$ cat src/rtl/sdram_init_refresh_ctrl.sv
// SDRAM front end: registers and decodes host commands, runs the power-up
// init sequence, then schedules periodic refreshes with a postponement queue.
module sdram_init_refresh_ctrl #(
  parameter int ASIZE        = 23,
  parameter int INIT_CYCLES  = 20000,
  parameter int INIT_REFRESH = 8,
  parameter int REF_GAP      = 20,
  parameter int REF_PER      = 768,
  parameter int MAX_PENDING  = 8
) (
  input  logic                               CLK,
  input  logic                               RESET,
  input  logic [2:0]                         CMD,
  input  logic [ASIZE-1:0]                   ADDR,
  input  logic                               CM_ACK,
  input  logic                               REF_ACK,
  output logic                               NOP,
  output logic                               READA,
  output logic                               WRITEA,
  output logic [ASIZE-1:0]                   SADDR,
  output logic                               CMD_ACK,
  output logic                               PRECHARGE,
  output logic                               REFRESH,
  output logic                               LOAD_MODE,
  output logic                               INIT_REQ,
  output logic                               INIT_DONE,
  output logic                               REF_REQ,
  output logic [$clog2(MAX_PENDING+1)-1:0]   REF_PENDING,
  output logic                               REF_URGENT,
  output logic                               REF_OVERRUN
);

  localparam int CNT_MAX = (INIT_CYCLES + 1 > REF_GAP) ? INIT_CYCLES + 1 : REF_GAP;
  localparam int CNT_W   = $clog2(CNT_MAX);
  localparam int RC_W    = (INIT_REFRESH > 1) ? $clog2(INIT_REFRESH) : 1;
  localparam int TMR_W   = $clog2(REF_PER);
  localparam int PEND_W  = $clog2(MAX_PENDING + 1);

  typedef enum logic [1:0] {S_WAIT, S_REF, S_LMR, S_DONE} state_t;

  state_t             state_q, state_d;
  logic [CNT_W-1:0]   cnt_q, cnt_d;
  logic [RC_W-1:0]    rc_q, rc_d;
  logic [TMR_W-1:0]   timer_q, timer_d;
  logic [PEND_W-1:0]  pend_q, pend_d;
  logic [ASIZE-1:0]   saddr_q, saddr_d;
  logic nop_q, nop_d, reada_q, reada_d, writea_q, writea_d;
  logic cm_ack_dly_q, cmd_ack_q, cmd_ack_d;
  logic precharge_q, precharge_d, refresh_q, refresh_d, load_mode_q, load_mode_d;
  logic init_req_q, init_req_d, init_done_q, init_done_d;
  logic ref_req_q, ref_req_d, urgent_q, urgent_d, overrun_q, overrun_d;
  logic tick;

  // Next-state logic: decode, init sequencing, refresh timer and queue.
  always_comb begin
    state_d     = state_q;
    cnt_d       = cnt_q;
    rc_d        = rc_q;
    timer_d     = timer_q;
    pend_d      = pend_q;
    overrun_d   = overrun_q;
    init_done_d = init_done_q;
    init_req_d  = 1'b0;
    precharge_d = 1'b0;
    refresh_d   = 1'b0;
    load_mode_d = 1'b0;
    tick        = 1'b0;

    saddr_d   = ADDR;
    nop_d     = (CMD == 3'b000);
    reada_d   = (CMD == 3'b001) && init_done_q;
    writea_d  = (CMD == 3'b010) && init_done_q;
    cmd_ack_d = CM_ACK & ~cm_ack_dly_q;

    case (state_q)
      S_WAIT: begin
        if (cnt_q == CNT_W'(INIT_CYCLES)) begin
          precharge_d = 1'b1;
          cnt_d       = CNT_W'(0);
          state_d     = S_REF;
        end else begin
          init_req_d = 1'b1;
          cnt_d      = cnt_q + CNT_W'(1);
        end
      end
      S_REF: begin
        if (cnt_q == CNT_W'(REF_GAP - 1)) begin
          refresh_d = 1'b1;
          cnt_d     = CNT_W'(0);
          if (rc_q == RC_W'(INIT_REFRESH - 1)) begin
            rc_d    = RC_W'(0);
            state_d = S_LMR;
          end else begin
            rc_d = rc_q + RC_W'(1);
          end
        end else begin
          cnt_d = cnt_q + CNT_W'(1);
        end
      end
      S_LMR: begin
        if (cnt_q == CNT_W'(REF_GAP - 1)) begin
          load_mode_d = 1'b1;
          cnt_d       = CNT_W'(0);
          state_d     = S_DONE;
        end else begin
          cnt_d = cnt_q + CNT_W'(1);
        end
      end
      S_DONE: begin
        init_done_d = 1'b1;
        // Timer is first loaded on the cycle INIT_DONE goes high.
        if (!init_done_q) begin
          timer_d = TMR_W'(REF_PER - 1);
        end else if (timer_q == TMR_W'(0)) begin
          timer_d = TMR_W'(REF_PER - 1);
          tick    = 1'b1;
        end else begin
          timer_d = timer_q - TMR_W'(1);
        end
      end
      default: begin
        state_d = S_WAIT;
      end
    endcase

    if (tick && !REF_ACK) begin
      if (pend_q == PEND_W'(MAX_PENDING)) begin
        overrun_d = 1'b1;
      end else begin
        pend_d = pend_q + PEND_W'(1);
      end
    end else if (REF_ACK && !tick && init_done_q && (pend_q != PEND_W'(0))) begin
      pend_d = pend_q - PEND_W'(1);
    end else begin
      pend_d = pend_q;
    end

    ref_req_d = (pend_d != PEND_W'(0));
    urgent_d  = (pend_d == PEND_W'(MAX_PENDING));
  end

  // State and registered outputs with synchronous reset.
  always_ff @(posedge CLK) begin
    if (RESET) begin
      state_q      <= S_WAIT;
      cnt_q        <= '0;
      rc_q         <= '0;
      timer_q      <= '0;
      pend_q       <= '0;
      saddr_q      <= '0;
      nop_q        <= 1'b0;
      reada_q      <= 1'b0;
      writea_q     <= 1'b0;
      cm_ack_dly_q <= 1'b0;
      cmd_ack_q    <= 1'b0;
      precharge_q  <= 1'b0;
      refresh_q    <= 1'b0;
      load_mode_q  <= 1'b0;
      init_req_q   <= 1'b0;
      init_done_q  <= 1'b0;
      ref_req_q    <= 1'b0;
      urgent_q     <= 1'b0;
      overrun_q    <= 1'b0;
    end else begin
      state_q      <= state_d;
      cnt_q        <= cnt_d;
      rc_q         <= rc_d;
      timer_q      <= timer_d;
      pend_q       <= pend_d;
      saddr_q      <= saddr_d;
      nop_q        <= nop_d;
      reada_q      <= reada_d;
      writea_q     <= writea_d;
      cm_ack_dly_q <= CM_ACK;
      cmd_ack_q    <= cmd_ack_d;
      precharge_q  <= precharge_d;
      refresh_q    <= refresh_d;
      load_mode_q  <= load_mode_d;
      init_req_q   <= init_req_d;
      init_done_q  <= init_done_d;
      ref_req_q    <= ref_req_d;
      urgent_q     <= urgent_d;
      overrun_q    <= overrun_d;
    end
  end

  assign NOP         = nop_q;
  assign READA       = reada_q;
  assign WRITEA      = writea_q;
  assign SADDR       = saddr_q;
  assign CMD_ACK     = cmd_ack_q;
  assign PRECHARGE   = precharge_q;
  assign REFRESH     = refresh_q;
  assign LOAD_MODE   = load_mode_q;
  assign INIT_REQ    = init_req_q;
  assign INIT_DONE   = init_done_q;
  assign REF_REQ     = ref_req_q;
  assign REF_PENDING = pend_q;
  assign REF_URGENT  = urgent_q;
  assign REF_OVERRUN = overrun_q;

endmodule

$ cat config.mk
export PLATFORM = sky130hd
export DESIGN_NAME = sdram_init_refresh_ctrl
export DESIGN_NICKNAME = d
export VERILOG_FILES = /design/src/rtl/sdram_init_refresh_ctrl.sv
export SDC_FILE = /design/constraint.sdc
export NUM_CORES = 1
export LEC_CHECK = 0
export ABC_CLOCK_PERIOD_IN_PS = 2400
export BUFFER_PORTS_ARGS = -buffer_cell sky130_fd_sc_hd__buf_4
export CAP_MARGIN = 20
export CORE_ASPECT_RATIO = 1.4
export CORE_MARGIN = 2
export CORE_UTILIZATION = 48
export CTS_CLUSTER_DIAMETER = 200
export DETAILED_ROUTE_END_ITERATION = 7
export GPL_TIMING_DRIVEN = 1
export MAX_ROUTING_LAYER = met4
export PLACE_DENSITY = 0.76
export SETUP_SLACK_MARGIN = 0.3
export SYNTH_ARGS = -nofsm -noshare
export SYNTH_HDL_FRONTEND = slang
export SYNTH_SLANG_ARGS = --single-unit
export TNS_END_PERCENT = 20
$ cat constraint.sdc
create_clock -name CLK -period 2.4 [get_ports CLK]
set_input_delay 0.12 -clock CLK [delete_from_list [all_inputs] [get_ports CLK]]
set_output_delay 0.12 -clock CLK [all_outputs]
set_load 0.1 [all_outputs]
==> tab_implementation.tex <==
\begin{tabular}{lr}
\hline
Metric & Value \\
\hline
\multicolumn{2}{l}{\textbf{Worst setup path}} \\
\quad WP data required & 2610 ps \\
\quad Data arrival time at the worst-slack endpoint & 2500 ps \\
\quad Worst setup path class & reg -> reg \\
\quad Largest driver fanout on the critical path & 3 \\
\quad Nature of the critical path endpoint & register \\
\quad Nature of the critical path startpoint & register \\
\multicolumn{2}{l}{\textbf{Floorplanning}} \\
\quad Number of standard-cell rows in the floorplan & 33 \\
\quad Die width & 69.48 um \\
\quad Area of the die & 6648 sq um \\
\quad Num ports & 69 \\
\quad Floorplan Core Area & 5822 sq um \\
\quad Initial core utilization & 0.4949 \\
\quad Height of the chip & 95.68 um \\
\multicolumn{2}{l}{\textbf{Power and ir drop}} \\
\quad Peak ir drop on the vdd network & 0.0005473 V \\
\quad Power density over cell area & 648.4 nW/um\^{}2 \\
\quad Overall power after layout & 2.608 mW \\
\quad Leak & 1.742 nW \\
\multicolumn{2}{l}{\textbf{Timing}} \\
\quad Final setup vio count & 0 \\
\quad Min Hold Slack & 15.69 ps \\
\quad Clock period minus worst slack & 2285 ps \\
\quad Pins over their slew limit & 0 \\
\quad Period Utilization, post-route & 0.9521 \\
\quad RSZ-0062 raised after global routing & true \\
\quad Slew at the pin closest to its max-slew limit & 554.4 ps \\
\quad Fin. Hold Viols & 0 \\
\quad Setup clock skew after layout & 9.641 ps \\
\quad Relative slew slack & 0.6304 \\
\quad Highest achievable clock rate & 437.6 MHz \\
\quad Setup TNS & 0 ps \\
\multicolumn{2}{l}{\textbf{Logic synthesis}} \\
\quad Most used standard cell by instance count after synthesis & dfxtp\_1 \\
\quad Commonest cells in the netlist & dfxtp\_1, nor2\_1, nor2b\_1 \\
\quad Synth Instances & 306 \\
\quad Number of different library cells in the post-synthesis netlist & 48 \\
\quad Post-synthesis async set-or-reset flop share & 0 \\
\quad Share of Yosys cell area claimed by the top area cell type & 0.4863 \\
\quad Post-synthesis instance area & 2882 sq um \\
\quad Cell types with the largest area share after synthesis & dfxtp\_1, nor2b\_1, ha\_1 \\
\quad Register area share after synthesis & 0.4863 \\
\quad Most instantiated flip-flop cell in the synthesis netlist & dfxtp\_1 \\
\quad Largest area contributor in the netlist & dfxtp\_1 \\
\quad Number of enable-type register cells in the synthesized netlist & 0 \\
\quad Synth warn & 0 \\
\quad Synthesized net count & 349 \\
\quad Flop and latch count out of synthesis & 70 \\
\quad Syn\_area\_per\_cell & 9.417 sq um \\
\multicolumn{2}{l}{\textbf{Final layout}} \\
\quad Sequential cell area & 1410 sq um \\
\quad Fraction of final layout cells sized beyond drive strength 1 & 0.2639 \\
\quad Area added between synthesis and finish & 39.56\% \\
\quad Fraction of the core area covered by cells at the end of the flow & 0.6907 \\
\quad Number of cells in the finished layout apart from fillers & 483 \\
\quad Antenna cell count & 0 \\
\quad Fill cells & 429 \\
\quad Area used by multi-input combinational logic & 1424 sq um \\
\quad Count of nets after finishing & 451 \\
\multicolumn{2}{l}{\textbf{Global routing}} \\
\quad Global-route wire length before repair & 10.59 mm \\
\quad Antenna violations before repair & 0 \\
\quad Largest net degree at the start of global routing & 56 \\
\quad Number of global-route vias before repair & 2387 \\
\quad GRT Overall Usage & 0.2062 \\
\quad GRT Residual Overflow & 0 \\
\multicolumn{2}{l}{\textbf{Clock tree}} \\
\quad Register clock-pin slew on the reported worst setup and hold paths & 70 ps \\
\quad Clock sink total & 70 \\
\quad CTS tree & done \\
\quad H-tree level count & 3 \\
\quad Insertion delay to the later sink of the worst-skew pair & 350 ps \\
\quad Clock root cell & clkbuf\_8 \\
\quad Clock buffer count from CTS & 9 \\
\quad Worst-case clock buffer depth & 2 \\
\multicolumn{2}{l}{\textbf{Status}} \\
\quad Run status & completed \\
\multicolumn{2}{l}{\textbf{Routing}} \\
\quad DR WL/cell & 13.56 um \\
\quad DRC violations left & 0 \\
\quad Iteration count of the initial detailed-routing pass & 4 \\
\quad Post-detailed-route count of antenna-violating nets & 0 \\
\quad Routed via count divided by cell count & 5.093 \\
\quad Total Routed Length & 6.549 mm \\
\quad Drt initial violations & 117 \\
\quad Via count & 2460 \\
\multicolumn{2}{l}{\textbf{Placed design}} \\
\quad Half-perimeter wire length of the detailed placement result & 4.118 mm \\
\quad Final RePlAce weighted congestion & 0.8607 \\
\quad Port Buffer Count & 68 \\
\quad Number of placed cells counting well taps & 437 \\
\multicolumn{2}{l}{\textbf{Hold path}} \\
\quad Min-delay worst type & in -> reg \\
\multicolumn{2}{l}{\textbf{Run}} \\
\quad Max-cap violation count & 0 \\
\hline
\end{tabular}
-- flip-flops by register name, summed over array words and instances (netlist names), 2 cells and up --
name,cells
state_q,2
REF_PENDING,4
cnt_q,15
rc_q,3
timer_q,10
SADDR,23
-- kinds of logic after synthesis --
logic type | count (synthesis) | synth area share
simple gates | 135 | 0.2558
flops | 70 | 0.4863
compound gates | 33 | 0.07772
buf+inv | 27 | 0.03560
xor+xnor | 22 | 0.06687
fa+ha+maj | 13 | 0.05645
mux | 6 | 0.02128
-- power by group --
part / total, mW / internal (mW) / switching (mW)
Clock: 0.951 / 0.487 / 0.464
Combinational: 0.438 / 0.140 / 0.298
Sequential: 1.22 / 1.20 / 0.0229
Total: 2.61 / 1.82 / 0.784
-- per-layer routing --
| metal | GRT usage | up-vias | wire length (um) |
|---|---|---|---|
| met4 | 0.09804 | 0 | 148 |
| met3 | 0.03700 | 15 | 182 |
| li1 | - | 1246 | - |
| met5 | - | - | 0 |
| met1 | 0.2204 | 1154 | 2613 |
| met2 | 0.3702 | 45 | 3605 |
-- final timing paths --
check                                             start                      end  slack (ps)  cells after the start
worst max-delay path            timer_q[0]$_SDFFE_PP0N_    REF_URGENT$_SDFF_PP0_         110                      7
worst min-delay path                             CM_ACK  cm_ack_dly_q$_SDFF_PP0_          20                      2
worst max register to register  timer_q[0]$_SDFFE_PP0N_    REF_URGENT$_SDFF_PP0_         110                      7
worst min register to register  cm_ack_dly_q$_SDFF_PP0_       CMD_ACK$_SDFF_PP0_         380                      1
-- critical path, stage by stage (launching register included) --
cell and delay, ps:
dfxtp_2 330, inv_2 80, ha_4 130, or4b_4 470, or4_4 440, or4_1 400
o2111a_1 170, nor4bb_1 130
-- final cells by class --
type,instances,share of cell area
Clock buffer,10,0.03174
Timing Repair Buffer,104,0.2110
Inverter,14,0.01307
Tap cell,70,0.02178
Sequential cell,70,0.3507
Multi-Input combinational cell,209,0.3541
Clock inverter,6,0.01773
-- metrics by stage --
stage | worst slack (ps) | cell area, sq um
2_1_floorplan | 100.7 | 2893
3_3_place_gp | 145.8 | 3486
3_5_place_dp | 101.0 | 3486
4_1_cts | 147.2 | 3975
5_1_grt | 61.96 | 4021
6_report | 115.0 | 4021
-- cell usage in the layout (no fill, tap or decap), types with 2 or more instances in the layout --
master          n
a211oi_1        2
a21oi_1        11
a31oi_1         2
and3_1          8
and3b_1         2
buf_4          77
clkbuf_8        9
clkinv_4        2
clkinvlp_4      2
dfxtp_1        65
dfxtp_2         4
dlygate4sd3_1  27
ha_1           12
inv_1          12
inv_2           2
mux2i_1         5
nand2_1        18
nand2b_1        5
nand3_1         2
nand4_1         3
nand4b_1        2
nor2_1         35
nor2b_1        27
nor3_1         10
nor4_1          6
nor4bb_1        2
o21a_1          3
o21ai_0         3
o21bai_1        2
or3_1           2
or4_4           2
xnor2_1        11
xor2_1         11
-- timing repair --
item / 4_1_cts / 5_1_grt
setup endpoints to repair: 6 / 25
hold endpoints to repair: 25 / 0
gates resized for setup: 3 / 6
pin swaps: 2 / 1
setup buffers: 2 / 1
hold buffers: 27 / 0
cloned: 0 / 0
No activity file was read; power rests on OpenSTA's default activity.
